<file path="src/rtl/pipe_pkg.sv">
// Shared widths, opcode constants and payload sizing for the ID/EX stage.
package pipe_pkg;

  localparam int unsigned DATA_W = 8;
  localparam int unsigned OPC_W  = 4;
  localparam int unsigned RA_W   = 3;

  localparam logic [OPC_W-1:0] OPC_NOP = '0;

  typedef enum logic [1:0] {
    EMPTY = 2'd0,
    ONE   = 2'd1,
    TWO   = 2'd2
  } occ_e;

  function automatic int unsigned PAYLOAD_W(input int unsigned opc_w,
                                            input int unsigned num_src,
                                            input int unsigned data_w,
                                            input int unsigned ra_w);
    return opc_w + num_src * (data_w + ra_w) + ra_w + 1;
  endfunction

endpackage

</file>
<file path="src/rtl/pipe_id_ex_skid_if.sv">
// ID-side and EX-side handshake plus payload bundle for pipe_id_ex_skid.
interface pipe_id_ex_skid_if #(
  parameter int unsigned DATA_W  = 8,
  parameter int unsigned OPC_W   = 4,
  parameter int unsigned RA_W    = 3,
  parameter int unsigned NUM_SRC = 2,
  parameter int unsigned CNT_W   = 16
);
  logic                      flush;
  logic                      in_valid;
  logic                      in_ready;
  logic [OPC_W-1:0]          opcode_in;
  logic [NUM_SRC*DATA_W-1:0] src_data_in;
  logic [NUM_SRC*RA_W-1:0]   src_addr_in;
  logic [RA_W-1:0]           rd_in;
  logic                      rd_we_in;
  logic                      out_valid;
  logic                      out_ready;
  logic [OPC_W-1:0]          opcode_out;
  logic [NUM_SRC*DATA_W-1:0] src_data_out;
  logic [NUM_SRC*RA_W-1:0]   src_addr_out;
  logic [RA_W-1:0]           rd_out;
  logic                      rd_we_out;
  logic [1:0]                occupancy;
  logic [CNT_W-1:0]          bubble_cnt;

  modport master (
    output flush, in_valid, opcode_in, src_data_in, src_addr_in, rd_in, rd_we_in, out_ready,
    input  in_ready, out_valid, opcode_out, src_data_out, src_addr_out, rd_out, rd_we_out,
           occupancy, bubble_cnt
  );

  modport slave (
    input  flush, in_valid, opcode_in, src_data_in, src_addr_in, rd_in, rd_we_in, out_ready,
    output in_ready, out_valid, opcode_out, src_data_out, src_addr_out, rd_out, rd_we_out,
           occupancy, bubble_cnt
  );
endinterface

</file>
<file path="src/rtl/pipe_skid_buf.sv">
// Two-slot FIFO skid buffer over a flat payload; MAIN drives the output, SKID absorbs overflow.
module pipe_skid_buf
  import pipe_pkg::*;
#(
  parameter int unsigned W = 8
) (
  input  logic         clk,
  input  logic         rst,
  input  logic         flush_i,
  input  logic         in_valid_i,
  output logic         in_ready_o,
  input  logic [W-1:0] in_data_i,
  output logic         out_valid_o,
  input  logic         out_ready_i,
  output logic [W-1:0] out_data_o,
  output logic [1:0]   occupancy_o
);

  occ_e         state_q, state_d;
  logic [W-1:0] main_q, main_d;
  logic [W-1:0] skid_q, skid_d;
  logic         in_ready_q, in_ready_d;
  logic         in_xfer, out_xfer;

  assign out_valid_o = (state_q != EMPTY);
  assign out_data_o  = main_q;
  assign in_ready_o  = in_ready_q;
  assign occupancy_o = state_q;
  assign in_xfer     = in_valid_i && in_ready_q;
  assign out_xfer    = out_valid_o && out_ready_i;

  always_comb begin
    state_d = state_q;
    main_d  = main_q;
    skid_d  = skid_q;
    if (flush_i) begin
      // An output transfer this cycle still completes; everything else is dropped.
      state_d = EMPTY;
      main_d  = '0;
      skid_d  = '0;
    end else begin
      unique case (state_q)
        EMPTY: begin
          if (in_xfer) begin
            main_d  = in_data_i;
            state_d = ONE;
          end
        end
        ONE: begin
          if (in_xfer && !out_xfer) begin
            skid_d  = in_data_i;
            state_d = TWO;
          end else if (!in_xfer && out_xfer) begin
            main_d  = '0;
            state_d = EMPTY;
          end else if (in_xfer && out_xfer) begin
            main_d  = in_data_i;
          end
        end
        TWO: begin
          if (out_xfer) begin
            main_d  = skid_q;
            skid_d  = '0;
            state_d = ONE;
          end
        end
        default: state_d = EMPTY;
      endcase
    end
    in_ready_d = (state_d != TWO);
  end

  always_ff @(posedge clk) begin
    if (rst) begin
      state_q    <= EMPTY;
      main_q     <= '0;
      skid_q     <= '0;
      in_ready_q <= 1'b1;
    end else begin
      state_q    <= state_d;
      main_q     <= main_d;
      skid_q     <= skid_d;
      in_ready_q <= in_ready_d;
    end
  end

endmodule

</file>
<file path="src/rtl/pipe_id_ex_skid.sv">
// ID/EX pipeline stage: packs decode fields into the skid buffer and counts EX bubble cycles.
module pipe_id_ex_skid
  import pipe_pkg::*;
#(
  parameter int unsigned DATA_W  = pipe_pkg::DATA_W,
  parameter int unsigned OPC_W   = pipe_pkg::OPC_W,
  parameter int unsigned RA_W    = pipe_pkg::RA_W,
  parameter int unsigned NUM_SRC = 2,
  parameter int unsigned CNT_W   = 16
) (
  input logic             clk,
  input logic             rst,
  pipe_id_ex_skid_if.slave bus
);

  localparam int unsigned PW = PAYLOAD_W(OPC_W, NUM_SRC, DATA_W, RA_W);

  logic [PW-1:0]    in_pl, out_pl;
  logic [CNT_W-1:0] bubble_cnt_q, bubble_cnt_d;

  assign in_pl = {bus.opcode_in, bus.src_data_in, bus.src_addr_in, bus.rd_in, bus.rd_we_in};
  assign {bus.opcode_out, bus.src_data_out, bus.src_addr_out, bus.rd_out, bus.rd_we_out} = out_pl;

  pipe_skid_buf #(.W(PW)) u_skid (
    .clk         (clk),
    .rst         (rst),
    .flush_i     (bus.flush),
    .in_valid_i  (bus.in_valid),
    .in_ready_o  (bus.in_ready),
    .in_data_i   (in_pl),
    .out_valid_o (bus.out_valid),
    .out_ready_i (bus.out_ready),
    .out_data_o  (out_pl),
    .occupancy_o (bus.occupancy)
  );

  always_comb begin
    bubble_cnt_d = bubble_cnt_q;
    if (!bus.out_valid && bus.out_ready && (bubble_cnt_q != '1))
      bubble_cnt_d = bubble_cnt_q + CNT_W'(1);
  end

  always_ff @(posedge clk) begin
    if (rst) bubble_cnt_q <= '0;
    else     bubble_cnt_q <= bubble_cnt_d;
  end

  assign bus.bubble_cnt = bubble_cnt_q;

endmodule

</file>
<file path="src/flat_wrapper.sv">
// flat-port wrapper written by rule: the top's interface ports become plain ports
module pipe_id_ex_skid_flat import pipe_pkg::*;
#(
  parameter int unsigned DATA_W  = pipe_pkg::DATA_W,
  parameter int unsigned OPC_W   = pipe_pkg::OPC_W,
  parameter int unsigned RA_W    = pipe_pkg::RA_W,
  parameter int unsigned NUM_SRC = 2,
  parameter int unsigned CNT_W   = 16
)
  (clk, rst, bus_flush, bus_in_valid, bus_opcode_in, bus_src_data_in, bus_src_addr_in, bus_rd_in, bus_rd_we_in, bus_out_ready, bus_in_ready, bus_out_valid, bus_opcode_out, bus_src_data_out, bus_src_addr_out, bus_rd_out, bus_rd_we_out, bus_occupancy, bus_bubble_cnt);
  pipe_id_ex_skid_if #(.DATA_W(DATA_W), .OPC_W(OPC_W), .RA_W(RA_W), .NUM_SRC(NUM_SRC), .CNT_W(CNT_W)) bus_i ();
  input logic clk;
  input logic rst;
  input wire logic [$bits(bus_i.flush)-1:0] bus_flush;
  input wire logic [$bits(bus_i.in_valid)-1:0] bus_in_valid;
  input wire logic [$bits(bus_i.opcode_in)-1:0] bus_opcode_in;
  input wire logic [$bits(bus_i.src_data_in)-1:0] bus_src_data_in;
  input wire logic [$bits(bus_i.src_addr_in)-1:0] bus_src_addr_in;
  input wire logic [$bits(bus_i.rd_in)-1:0] bus_rd_in;
  input wire logic [$bits(bus_i.rd_we_in)-1:0] bus_rd_we_in;
  input wire logic [$bits(bus_i.out_ready)-1:0] bus_out_ready;
  output wire logic [$bits(bus_i.in_ready)-1:0] bus_in_ready;
  output wire logic [$bits(bus_i.out_valid)-1:0] bus_out_valid;
  output wire logic [$bits(bus_i.opcode_out)-1:0] bus_opcode_out;
  output wire logic [$bits(bus_i.src_data_out)-1:0] bus_src_data_out;
  output wire logic [$bits(bus_i.src_addr_out)-1:0] bus_src_addr_out;
  output wire logic [$bits(bus_i.rd_out)-1:0] bus_rd_out;
  output wire logic [$bits(bus_i.rd_we_out)-1:0] bus_rd_we_out;
  output wire logic [$bits(bus_i.occupancy)-1:0] bus_occupancy;
  output wire logic [$bits(bus_i.bubble_cnt)-1:0] bus_bubble_cnt;
  assign bus_i.flush = bus_flush;
  assign bus_i.in_valid = bus_in_valid;
  assign bus_i.opcode_in = bus_opcode_in;
  assign bus_i.src_data_in = bus_src_data_in;
  assign bus_i.src_addr_in = bus_src_addr_in;
  assign bus_i.rd_in = bus_rd_in;
  assign bus_i.rd_we_in = bus_rd_we_in;
  assign bus_i.out_ready = bus_out_ready;
  assign bus_in_ready = bus_i.in_ready;
  assign bus_out_valid = bus_i.out_valid;
  assign bus_opcode_out = bus_i.opcode_out;
  assign bus_src_data_out = bus_i.src_data_out;
  assign bus_src_addr_out = bus_i.src_addr_out;
  assign bus_rd_out = bus_i.rd_out;
  assign bus_rd_we_out = bus_i.rd_we_out;
  assign bus_occupancy = bus_i.occupancy;
  assign bus_bubble_cnt = bus_i.bubble_cnt;
  pipe_id_ex_skid #(.DATA_W(DATA_W), .OPC_W(OPC_W), .RA_W(RA_W), .NUM_SRC(NUM_SRC), .CNT_W(CNT_W)) u_core (.clk(clk), .rst(rst), .bus(bus_i));
endmodule
</file>
<file path="config.mk">
export PLATFORM = sky130hd
export DESIGN_NAME = pipe_id_ex_skid_flat
export DESIGN_NICKNAME = d
export VERILOG_FILES = /design/src/rtl/pipe_pkg.sv /design/src/rtl/pipe_id_ex_skid_if.sv /design/src/rtl/pipe_skid_buf.sv /design/src/rtl/pipe_id_ex_skid.sv /design/src/flat_wrapper.sv
export SDC_FILE = /design/constraint.sdc
export NUM_CORES = 1
export LEC_CHECK = 0
export CORE_MARGIN = 4
export CORE_UTILIZATION = 54
export DETAILED_ROUTE_END_ITERATION = 8
export GPL_ROUTABILITY_DRIVEN = 0
export PLACE_DENSITY = 0.85
export SETUP_SLACK_MARGIN = 0.5
export SKIP_LAST_GASP = 1
export SYNTH_ARGS = -nofsm -noshare
export SYNTH_HDL_FRONTEND = slang
export SYNTH_HIERARCHICAL = 1
export SYNTH_SLANG_ARGS = --single-unit
</file>
<file path="constraint.sdc">
create_clock -name clk -period 5.4 [get_ports clk]
set_clock_uncertainty 0.05 [all_clocks]
set_input_delay 1.08 -clock clk [delete_from_list [all_inputs] [get_ports clk]]
set_output_delay 1.08 -clock clk [all_outputs]
set_load 0.1 [all_outputs]
</file>
==> summary.txt, run 1 <==
Outcome
  • Status: completed

STA
  • Hold Vio Cnt, Final: 0
  • Tcrit/Tclk final: 66.37%
  • Setup TNS Final: 0 ns
  • Slew Viols, Final: 0
  • Final WS setup: 1.816 ns
  • Minimum clock period: 3.584 ns
  • RSZ-0062 raised after global routing: false
  • Slew HR: 19.55%
  • Setup violators final: 0
  • FMAX: 0.2790 GHz
  • Least-Margin Pin Slew: 1.200 ns

Synth
  • Syn avg cell area: 8.407 sq um
  • Synth top area share: 42.95%
  • Main synth FF type: dfxtp_1
  • Most instantiated cells after synthesis: dfxtp_1 (79), nand2_1 (65), o21ai_0 (55)
  • Mapped Nets: 478
  • Yosys cell types: 51
  • Count leader, synth: dfxtp_1
  • Synth Warn #: 6
  • Area leader, netlist: dfxtp_1
  • Largest cells by area after synthesis: dfxtp_1 (43%), o21ai_0 (7.5%), nand2_1 (6.6%), nand3b_1 (6.3%), a21oi_1 (6.3%)
  • Mapped Area: 3682 sq um
  • Post-synthesis register bit count: 79
  • Post-synth EDFFs: 0
  • Asr flop ratio synth: 0%
  • Gate count of the mapped netlist: 438
  • Register area share after synthesis: 42.95%

Route
  • DRT Wirelength: 9328 microns
  • Via density: 6.109
  • DRC violations left: 0
  • DRT iter0 DRCs: 187
  • DR pass1 iterations: 5
  • Vias: 3543
  • DR WL/cell: 16.08 microns
  • DRT antenna net count: 0

Setup path
  • Launch point of the worst reg-to-reg path: u_core/u_skid/occupancy_o[0]
  • Critical path class: reg2out
  • Worst Setup EP: bus_out_valid
  • R2R setup slack: 2.54 ns
  • Critical Path Source: u_core/u_skid/occupancy_o[0]
  • Nature of the critical path startpoint: flop
  • Crit path capture type: output pin
  • Worst path required time: 4.27 ns
  • Reg-to-Reg End: u_core/u_skid/out_data_o[27]
  • Crit-path max FO: 9
  • R2R cell count: 5
  • CP arrival: 2.45 ns

Cells and area
  • Area delta synth->final: 25.82%
  • ANT cells: 0
  • Fin cells: 580
  • Fraction of layout cells with a size suffix above 1: 6.561%
  • Final #Nets: 538

Global routing
  • GR Util All Layers: 22.97%
  • Pin count of the biggest net entering global routing: 61
  • Vias in the first global route: 3436
  • Total congestion overflow: 0
  • Initial antenna violation count: 0
  • Global-route wire length before repair: 15850 microns

Clock network
  • CTS sink count: 79
  • Clock latency on the worst-skew pair: 0.35 ns
  • Reg clk slew, reported paths: 0.08 ns
  • Total CTS buffers: 9
  • Hold Buf Count CTS: 0
  • Max clock buf depth: 2
  • CTS tree: yes
  • Total setup buffers inserted after CTS: 0
  • PostCTS Resize Cnt: 0
  • CTS root buffer: clkbuf_8
  • # H-tree levels: 3

Floorplan
  • Die area: 8204 sq um
  • Initial Util: 56.69%
  • Core Area: 6495 sq um
  • Die H: 90.58 microns
  • Row count: 29
  • Die W: 90.58 microns
  • Io pins: 85

Place
  • Port bufs: 84
  • Placed cells: 564
  • DP Wirelength: 6012 microns
  • Worst slack, placed: 2.033 ns

Power and ir drop
  • Static leakage: 1.474 nW
  • Pwr per Cell Area: 282.9 nW/um^2
  • Worst VDD drop: 0.2255 mV

Flow run
  • Max-cap viol count: 0

Worst hold path
  • Worst Hold Class: reg2reg
==> sequential cells by signal (all words and copies together), names as in the netlist <==
name,flops
u_core/bus.bubble_cnt,16
u_core/u_skid/in_ready_o,1
u_core/u_skid/occupancy_o,2
u_core/u_skid/out_data_o,30
u_core/u_skid/skid_q,30
==> worst min-delay path by stage <==
stage                             start                        to  slack (ns)  cells after the start
3_5_place_dp   u_core/u_skid/skid_q[12]  u_core/u_skid/skid_q[12]        0.39                      2
4_1_cts         u_core/u_skid/skid_q[0]   u_core/u_skid/skid_q[0]        0.41                      2
5_1_grt        u_core/u_skid/skid_q[14]  u_core/u_skid/skid_q[14]        0.43                      2
6_report       u_core/u_skid/skid_q[12]  u_core/u_skid/skid_q[12]        0.41                      2
3_3_place_gp   u_core/u_skid/skid_q[11]  u_core/u_skid/skid_q[11]        0.39                      2
2_1_floorplan   u_core/u_skid/skid_q[0]   u_core/u_skid/skid_q[0]        0.38                      2
==> logic make-up after synthesis <==
logic type / Yosys count / share of synthesized area (%)
XOR/XNOR: 1 / 0.2379
buffers and inverters: 42 / 5.946
AO/OA/AOI/OAI: 160 / 24.53
AND/OR/NAND/NOR: 148 / 23.45
multiplexers: 2 / 0.9174
adder cells (fa/ha/maj): 6 / 1.971
flip-flops: 79 / 42.95
==> metrics by stage <==
stage | util [%] | power (W) | hold WS [ns] | cell area [sq um]
after floorplan | - | 0.0008151 | 0.3822 | 3682
after global placement | 68.31 | 0.0008831 | 0.3875 | 4437
after detailed placement | 68.31 | 0.0008868 | 0.3933 | 4437
after CTS | 71.34 | 0.001317 | 0.4052 | 4633
after global routing | 71.34 | 0.001365 | 0.4254 | 4633
final | 71.34 | 0.001311 | 0.4052 | 4633
==> critical path, stage by stage, from the launching register on <==
cell and delay [ns]:
dfxtp_1 0.43, inv_1 0.10, ha_1 0.30, inv_1 0.13
clkdlybuf4s50_1 1.14
==> placed cells by master, fill, tap and decap left out, drive strengths merged, types with 2 or more instances in the layout <==
master and n:
o31ai 10, dfxtp 79, ha 5, or3 2, nor4 3, clkinv 3
a21oi 46, a31oi 31, nor3 2, and3 3, or4 10, nand3b 31
inv 7, nand4 6, nand2 65, nand2b 2, or2 3, clkdlybuf4s50 84
o21ai 65, a21boi 2, clkbuf 10, and2 2, nand3 6, nor2 6
nor2b 3
==> layer usage <==
layer	global-route usage [%]	up-vias	wire length (microns)
met2	40.58	129	4733
met3	5.500	12	647
met5	0	-	0
li1	-	1714	-
met1	27.31	1688	3824
met4	7.270	0	124
==> final cells by class <==
cell class                 instances  area [sq um]
clock buffer                      10         127.6
clock inverter                     6         68.82
fill                             533          1862
inverter                           6         22.52
multi-input combinational        317          1888
sequential                        79          1582
tap                               77         96.34
timing repair buffer              85         848.3
==> where the power goes <==
| group | total, W | switching, W | leakage [nW] | internal (W) |
|---|---|---|---|---|
| logic | 0.000264 | 0.000189 | 0.737 | 0.0000747 |
| clock network | 0.000436 | 0.000220 | 0.0968 | 0.000216 |
| registers | 0.000611 | 0.0000117 | 0.640 | 0.000599 |
| total | 0.00131 | 0.000420 | 1.47 | 0.000890 |
Note: power is estimated with default switching activity, not from simulation.
==> inputs of run 2 (changes only) <==
CORE_UTILIZATION = 45   (was 54)
PLACE_DENSITY = 0.76   (was 0.85)
clock period = 2.95 ns   (was 5.4 ns; I/O delays follow)
==> run 2 against run 1 <==
Against the previous run: power up 80%; clock power up 72%; combinational power up 87%; global-route usage down 2.8 points; wire length up 6.0%; setup slack worse by 1.0 ns; core utilization down 12 points; design area up 0.54%; non-clock buffer count up 7; via count up 1.1%.
==> summary.txt, run 2 (synthesized netlist as in run 1, its figures left out) <==
Floorplan
  • Core Area: 7848 sq um (+21%)
  • Io pins: 85 (unchanged)
  • Die area: 9694 sq um (+18%)
  • Die W: 98.46 microns (+8.7%)
  • Initial Util: 46.92% (-9.8 points)
  • Row count: 32 (+10%)
  • Die H: 98.46 microns (+8.7%)

STA
  • RSZ-0062 raised after global routing: false
  • Hold Vio Cnt, Final: 0 (unchanged)
  • Setup violators final: 0 (unchanged)
  • Least-Margin Pin Slew: 0.8890 ns (-0.3107 ns)
  • Tcrit/Tclk final: 72.78%
  • Setup TNS Final: 0 ns (unchanged)
  • Slew Viols, Final: 0 (unchanged)
  • Slew HR: 40.67% (+21 points)
  • FMAX: 0.4657 GHz
  • Minimum clock period: 2.147 ns
  • WHS: 0.4041 ns (-0.001096 ns)

Cells and area
  • Register area: 1592 sq um (+0.63%)
  • Area delta synth->final: 26.50%
  • Final #Nets: 545 (+1.3%)
  • Commonest non-fill, non-tap cell in the layout: dfxtp_1
  • ANT cells: 0 (unchanged)
  • Layout filler cell count: 743 (+39%)
  • Fraction of layout cells with a size suffix above 1: 19.61% (+13 points)
  • Area taken by multi-input logic gates: 1929 sq um (+2.2%)
  • Commonest non-fill, non-tap cells in the layout: dfxtp_1 (75), nand2_1 (65), buf_4 (56)

Setup path
  • Largest stage delay, worst path: 0.38 ns (-0.76 ns)
  • Worst path required time: 3.17 ns (-1.10 ns)
  • Nature of the critical path startpoint: flop
  • Crit path capture type: flop
  • Critical path class: reg2reg
  • Crit-path max FO: 27 (+18)
  • Cell Chain, Critical Path: inv_4 > ha_1 > buf_4 > and2_1 > buf_4 > nand2_1 > a31oi_1
  • Most common cell on crit path: buf_4
  • CP arrival: 2.37 ns (-0.08 ns)
  • Slowest-stage cell, CP: dfxtp_4
  • R2R setup slack: 0.80 ns (-1.74 ns)

Global routing
  • GR Util All Layers: 20.13% (-2.8 points)
  • Total congestion overflow: 0 (unchanged)
  • Global-route wire length before repair: 16190 microns (+2.2%)
  • Pin count of the biggest net entering global routing: 61 (unchanged)
  • Initial antenna violation count: 0 (unchanged)
  • Vias in the first global route: 3375 (-1.8%)

Route
  • DRT Wirelength: 9887 microns (+6.0%)
  • DR pass1 iterations: 6 (+1)
  • DRT iter0 DRCs: 255 (+36%)
  • DRT antenna net count: 0 (unchanged)
  • Vias: 3582 (+1.1%)
  • DRC violations left: 0 (unchanged)
  • DR WL/cell: 16.16 microns (+0.45%)
  • Via density: 5.853 (-4.2%)

Clock network
  • Clock latency on the worst-skew pair: 0.35 ns (about the same)
  • CTS tree: yes
  • Total CTS buffers: 9 (unchanged)
  • # H-tree levels: 3 (unchanged)
  • Max clock buf depth: 2 (unchanged)
  • CTS sink count: 79 (unchanged)
  • CTS root buffer: clkbuf_8
  • Reg clk slew, reported paths: 0.09 ns (about the same)

Flow run
  • Max-cap viol count: 0 (unchanged)

Outcome
  • Status: completed

Place
  • DP Wirelength: 6413 microns (+6.7%)
  • Port bufs: 84 (unchanged)

Power and ir drop
  • Pwr per Cell Area: 506.6 nW/um^2 (+79%)
  • Total power: 0.002360 W (+80%)
  • Static leakage: 1.620 nW (+9.9%)
  • Worst VDD drop: 0.3186 mV (+41%)

Worst hold path
  • Worst Hold Class: reg2reg
-- run 2: cell count changes in the layout (fill, tap and decap cells not counted), moves of 2 or more --
cell / change
buf_12: +2
dfxtp_1: -4
inv_1: -3
dfxtp_4: +2
inv_4: +2
buf_4: +55
clkdlybuf4s50_1: -50
dfxtp_2: +2
inv_6: +3
-- run 2: final cells by class --
cell class / count / share of cell area [%]
timing repair buffer: 92 / 17.19
sequential: 79 / 34.17
inverter: 6 / 0.6715
multi-input combinational: 317 / 41.42
clock buffer: 9 / 2.659
tap: 102 / 2.740
clock inverter: 7 / 1.155
-- run 2: layer usage --
metal  GRT usage, %  vias to the layer above  part of all wire [%]
met5              0                        -                     0
met4          6.197                        0                   1.4
met3          4.883                       15                   6.9
met2          33.33                      130                    48
met1          26.03                     1714                    43
li1               -                     1723                     -
-- run 2: final timing paths --
kind                                 from                     endpoint  cells after the start
min              u_core/u_skid/skid_q[29]     u_core/u_skid/skid_q[29]                      2
max          u_core/u_skid/occupancy_o[0]  u_core/u_skid/out_data_o[9]                      7
max reg2reg  u_core/u_skid/occupancy_o[0]  u_core/u_skid/out_data_o[9]                      7
min reg2reg      u_core/u_skid/skid_q[29]     u_core/u_skid/skid_q[29]                      2
-- run 2: per-stage QoR --
stage	utilization, %	setup WS [ns]	instances	cell area, sq um
final	59.36	0.8029	612	4658
after global routing	59.36	0.6294	612	4658
after CTS	59.26	0.5548	612	4651
after detailed placement	57.00	0.1655	596	4473
after global placement	57.00	0.2519	596	4473
after floorplan	-	0.5037	438	3747
-- run 2: what timing repair did --
item                                    CTS  global route
endpoints found under the setup margin    0            30
hold buffers                              0             0
resized for setup                         0             1
buffers inserted                          0             0
-- run 2: critical path: cells and delay by family, from the launching register on --
family	cells	cell delay (ns)
buf+inv	3	0.73
flops	1	0.38
fa+ha+maj	1	0.37
simple gates	2	0.34
compound gates	1	0.19
-- run 2: report_power, final --
| group | switching [W] | internal (W) | leakage [nW] |
|---|---|---|---|
| Clock | 0.000432 | 0.000316 | 0.0948 |
| Combinational | 0.000353 | 0.000140 | 0.883 |
| Sequential | 0.0000216 | 0.00110 | 0.643 |
| Total | 0.000807 | 0.00155 | 1.62 |
